**src/rtl/usr_pkg.sv**
```systemverilog
// Shared types for the universal shift register.
//   op_e    : shift mode encoding driven on the op port (5..7 reserved = hold)
//   state_e : burst FSM states
package usr_pkg;

  typedef enum logic [2:0] {
    OP_SHL = 3'd0,
    OP_SHR = 3'd1,
    OP_ROL = 3'd2,
    OP_ROR = 3'd3,
    OP_ASR = 3'd4
  } op_e;

  typedef enum logic {
    ST_IDLE  = 1'b0,
    ST_SHIFT = 1'b1
  } state_e;

endpackage

```
**src/rtl/usr_shift_unit.sv**
```systemverilog
// Combinational shift/rotate datapath shared by the single-step and burst paths.
// Ports:
//   q        in  WIDTH  current register contents
//   op       in  3      shift mode (usr_pkg::op_e values; 5..7 reserved)
//   ser_in   in  1      serial fill bit for SHL/SHR
//   next_q   out WIDTH  register contents after one shift
//   next_out out 1      bit shifted/rotated out by this shift
//   op_valid out 1      low for reserved modes; caller then holds q and ser_out
module usr_shift_unit
  import usr_pkg::*;
#(
  parameter int WIDTH = 8
) (
  input  logic [WIDTH-1:0] q,
  input  logic [2:0]       op,
  input  logic             ser_in,
  output logic [WIDTH-1:0] next_q,
  output logic             next_out,
  output logic             op_valid
);

  always_comb begin
    next_q   = q;
    next_out = 1'b0;
    op_valid = 1'b1;
    case (op)
      OP_SHL: begin
        next_q   = {q[WIDTH-2:0], ser_in};
        next_out = q[WIDTH-1];
      end
      OP_SHR: begin
        next_q   = {ser_in, q[WIDTH-1:1]};
        next_out = q[0];
      end
      OP_ROL: begin
        next_q   = {q[WIDTH-2:0], q[WIDTH-1]};
        next_out = q[WIDTH-1];
      end
      OP_ROR: begin
        next_q   = {q[0], q[WIDTH-1:1]};
        next_out = q[0];
      end
      OP_ASR: begin
        next_q   = {q[WIDTH-1], q[WIDTH-1:1]};
        next_out = q[0];
      end
      default: begin
        op_valid = 1'b0;
      end
    endcase
  end

endmodule

```
**src/rtl/universal_shift_reg.sv**
```systemverilog
// WIDTH-bit universal shift register with parallel load, single-step shifts
// and an autonomous burst of `count` shifts launched by one start strobe.
// Ports:
//   clk, rst        rising-edge clock, async active-high reset
//   load_en, d_load parallel load (highest priority, aborts a burst)
//   shift_en        single shift using live op (IDLE only)
//   op              shift mode, see usr_pkg::op_e
//   start, count    burst launch and shift count (IDLE only)
//   ser_in          serial fill bit, sampled on every shift edge
//   q               register contents
//   ser_out         last bit shifted/rotated out (registered)
//   busy            burst in progress
//   done            one-cycle pulse after a burst completes (or count=0 start)
//
// state    | meaning
// ST_IDLE  | waiting; accepts load_en > start > shift_en
// ST_SHIFT | burst running, one shift per edge with latched op_q until rem hits 1
module universal_shift_reg
  import usr_pkg::*;
#(
  parameter int WIDTH = 8,
  parameter int CNT_W = 8
) (
  input  logic             clk,
  input  logic             rst,
  input  logic             load_en,
  input  logic [WIDTH-1:0] d_load,
  input  logic             shift_en,
  input  logic [2:0]       op,
  input  logic             start,
  input  logic [CNT_W-1:0] count,
  input  logic             ser_in,
  output logic [WIDTH-1:0] q,
  output logic             ser_out,
  output logic             busy,
  output logic             done
);

  state_e           state;
  logic [CNT_W-1:0] rem;
  logic [2:0]       op_q;

  logic [2:0]       op_sel;
  logic [WIDTH-1:0] next_q;
  logic             next_out;
  logic             op_valid;

  // Live op steers single steps; a running burst ignores op changes.
  assign op_sel = (state == ST_SHIFT) ? op_q : op;

  usr_shift_unit #(.WIDTH(WIDTH)) u_shift (
    .q       (q),
    .op      (op_sel),
    .ser_in  (ser_in),
    .next_q  (next_q),
    .next_out(next_out),
    .op_valid(op_valid)
  );

  always_ff @(posedge clk or posedge rst) begin
    if (rst) begin
      state   <= ST_IDLE;
      q       <= '0;
      ser_out <= 1'b0;
      busy    <= 1'b0;
      done    <= 1'b0;
      rem     <= '0;
      op_q    <= '0;
    end else begin
      done <= 1'b0;
      case (state)
        ST_IDLE: begin
          if (load_en) begin
            q <= d_load;
          end else if (start) begin
            if (count != '0) begin
              op_q  <= op;
              rem   <= count;
              busy  <= 1'b1;
              state <= ST_SHIFT;
            end else begin
              done <= 1'b1;
            end
          end else if (shift_en && op_valid) begin
            q       <= next_q;
            ser_out <= next_out;
          end
        end
        ST_SHIFT: begin
          if (load_en) begin
            // abort: no done pulse
            q     <= d_load;
            rem   <= '0;
            busy  <= 1'b0;
            state <= ST_IDLE;
          end else begin
            // reserved op_q holds data but the burst still counts down
            if (op_valid) begin
              q       <= next_q;
              ser_out <= next_out;
            end
            rem <= rem - 1'b1;
            if (rem == CNT_W'(1)) begin
              busy  <= 1'b0;
              done  <= 1'b1;
              state <= ST_IDLE;
            end
          end
        end
        default: state <= ST_IDLE;
      endcase
    end
  end

endmodule

```
**config.mk**
```make
export PLATFORM = sky130hd
export DESIGN_NAME = universal_shift_reg
export DESIGN_NICKNAME = d
export VERILOG_FILES = /design/src/rtl/usr_pkg.sv /design/src/rtl/usr_shift_unit.sv /design/src/rtl/universal_shift_reg.sv
export SDC_FILE = /design/constraint.sdc
export NUM_CORES = 1
export LEC_CHECK = 0
export CORE_ASPECT_RATIO = 0.6
export CORE_MARGIN = 4
export CORE_UTILIZATION = 45
export CTS_CLUSTER_DIAMETER = 80
export DETAILED_ROUTE_END_ITERATION = 16
export PLACE_DENSITY = 0.74
export SYNTH_ARGS = -nofsm -noshare
export SYNTH_HDL_FRONTEND = slang
export SYNTH_SLANG_ARGS = --single-unit
```
**constraint.sdc**
```tcl
create_clock -name clk -period 1.6 [get_ports clk]
set_input_delay 0.4 -clock clk [delete_from_list [all_inputs] [get_ports clk]]
set_output_delay 0.4 -clock clk [all_outputs]
set_load 0.05 [all_outputs]
```
==> flow_summary.yaml, run 1 <==
finish:
  multi_input_comb_area_sq_um: 908
  finish.utilization_pct: 78.3
  drive_above_1_share_pct: 39.8
  fin_cells: 268
  final_nets: 254
  diodes: 0
  syn2layout_area_growth_pct: 58.6
  seqCellArea_sq_um: 577
  n_fill_cell: 187
die:
  rows: 15
  start_util_pct: 49.4
  die_w_um: 82.3
  die_area_sq_um: 4330
  core_sq_um: 3020
  ios: 36
  die_height_um: 52.6
global_route:
  groute.usage.overall_pct: 22.5
  grt_pass1_vias: 1484
  grt_pass1_wl_um: 7240
  antenna_found_initial: 0
  grt-ovfl-total: 0
  grt_start_max_net_pins: 24
critical_path:
  path_buf_inv: 1
  cp_max_fo: 8
  path_depth: 5
  start_kind: "input port"
  cp.required_ns: 1.78
  critical_path.top_delay_family: "simple AND/OR/NAND/NOR gates"
  critPathArrivalTime_ns: 1.76
  cpPeakStageDelay_ns: 0.47
  endpoint_kind: "flip-flop"
  slowest_stage: "clkdlybuf4s50_1"
  path_class: "input port to flip-flop"
  cp_cell_sequence: "clkdlybuf4s50_1, nor2b_4, mux2i_1, or3_4, o221ai_1"
  worst-r2r-cell-count: 6
cts:
  root_buffer: "clkbuf_8"
  cts_sinks: 23
  clock_path_buffers: 2
  clkTransAtPathRegs_ns: 0.08
  cts.htree.levels: 1
  hold_buffers: 0
  cts_tree: "yes"
  clock_latency_ns: 0.27
  cts_buffers: 3
pwr:
  leakagePower_nw: 1.07
  peakVddDrop_uv: 715
  powerDensity_nw_per_um2: 1120
  finalPower_mw: 2.66
flow_run:
  max_cap_violations: 0
synth:
  yosys_warnings: 0
  async_reset_ff_share_pct: 100
  synth_cell_type_count: 41
  synth_seq_cells: 23
  yosysSeqAreaShare_pct: 38.6
  syn_avg_cell_area_sq_um: 9.56
  syn_nets: 183
  syn_area_sq_um: 1490
  synth_edf_count: 0
  syn_inst: 156
  ys.flop_type: "dfrtp_1"
routing:
  viasPerCell: 5.84
  routed_wl_um: 4630
  drt_first_pass_iters: 4
  drc_errors: 0
  drt_iter0_drc: 143
  wl_per_cell_um: 17.3
  drt.antenna.violating_nets: 0
  vias: 1565
run_status:
  outcome: "finished clean"
sta:
  hold_viol_final: 0
  fin_crit_sh_pct: 99.1
  setup_violations: 0
  fin_hold_ws_ns: 0.428
  worst-slew-pin-transition_ns: 0.595
  rsz0062_at_grt: "yes"
  skew_ns: 0.00667
  fmax_mhz: 631
  timing.slew.headroom_pct: 60.1
  period_minus_slack_ns: 1.59
  drv_slew: 0
  setup_ws_ns: 0.0147
min_path:
  hold_path_class: "input port to flip-flop"
  holdPathStages: 3
place:
  portBuffers: 35
  routabilityCongestion: 0.854
  place_ws_ns: -0.574
  dp_hpwl_um: 3340
  numPlacedInstances: 258
state kept, by name (all words and copies together) (netlist names):
register,count
rem,8
ser_out,1
done,1
q,8
state,1
busy,1
op_q,3
kinds of logic (layout without fill, tap and decap cells):
kind of cell	count (synthesis)	in the layout	synth area share, %
mux	16	16	12.0
fa+ha+maj	2	2	1.68
flops	23	23	38.6
buf+inv	21	90	7.89
simple gates	47	47	16.9
compound gates	47	48	22.9
final timing paths:
path                          end  startpoint  slack, ns
max in group asynchronous   state         rst       0.88
max                          q[0]    shift_en       0.01
min                        rem[1]    count[1]       0.43
min in group asynchronous    q[7]         rst       0.46
max reg2reg                  busy      rem[5]       0.07
min reg2reg                rem[1]      rem[1]       0.54
cell usage after synthesis (all sizes together), types with 4 or more instances:
master  count  area [sq um]
a21oi      11          58.8
buf         5          57.6
dfrtp      23           576
inv        14          52.6
mux2        5          56.3
mux2i      11           123
nand2      13          48.8
nor2       18          75.1
nor3        4          20.0
o21ai      16           103
o221ai      7          61.3
layout make-up:
cell class                      instances  area share, %
Clock buffer                            3           1.75
Clock inverter                          1          0.212
Tap cell                               42           2.22
Inverter                               15           2.38
Sequential cell                        23           24.4
Timing Repair Buffer                   71           30.7
Multi-Input combinational cell        113           38.4
cells in the final DEF, fill, tap and decap left out, drive strengths merged:
master	netlist	routed
nor2	18	18
o211ai	1	1
o21ai	16	16
nor4	1	1
mux2i	11	11
clkbuf	1	5
nor4b	1	1
clkdlybuf4s15	0	2
o31a	2	3
dfrtp	23	23
a22oi	2	2
a2bb2oi	2	2
nand2	13	13
dlygate4sd2	0	7
buf	5	49
o221ai	7	7
o2bb2ai	1	1
or4	2	2
mux2	5	5
and3	1	1
a21oi	11	11
a32oi	1	1
nand3	1	1
ha	2	2
nor3	4	4
nor3b	1	1
nor2b	2	2
or3	2	2
a211oi	2	2
inv	14	14
clkdlybuf4s50	0	11
a21o	1	1
o21bai	1	1
nand2b	1	1
clkinv	1	2
per-layer routing:
metal | share of wire (%) | GRT usage (%)
met1 | 43 | 31.5
met2 | 45 | 33.5
met3 | 9.2 | 6.19
met4 | 3.5 | 6.91
met5 | 0 | 0
power by group:
| group | total [mW] | switching (mW) | internal (mW) | leakage, nW |
|---|---|---|---|---|
| sequential | 0.887 | 0.176 | 0.712 | 0.279 |
| clock | 0.380 | 0.205 | 0.174 | 0.0255 |
| combinational | 1.39 | 0.689 | 0.700 | 0.762 |
worst register-to-register path: stages (launching register included):
cell	delay, ns
dfrtp_1	0.43
nor3_4	0.24
nand2_2	0.08
nor4b_2	0.27
buf_4	0.17
o21ai_1	0.06
a21o_1	0.16
stage by stage:
stage          area (sq um)  TNS, ns
2_1_floorplan          1490        0
3_3_place_gp           2180    -9.00
3_5_place_dp           2180   -10.62
4_1_cts                2290        0
5_1_grt                2370   -0.121
6_report               2370        0
timing repair:
| action | in CTS | in global routing |
|---|---|---|
| setup endpoints to repair | 22 | 17 |
| cloned | 1 | 0 |
| buffers inserted | 2 | 3 |
| pin swaps | 10 | 12 |
| gates resized for setup | 33 | 20 |
(Power assumes the default switching activity.)
==> run 2, diff against run 1 <==
- ABC_CLOCK_PERIOD_IN_PS: not set -> 1600
==> results of run 2 <==
Same layout as run 1: the final DEF is identical, and so are final timing and power.
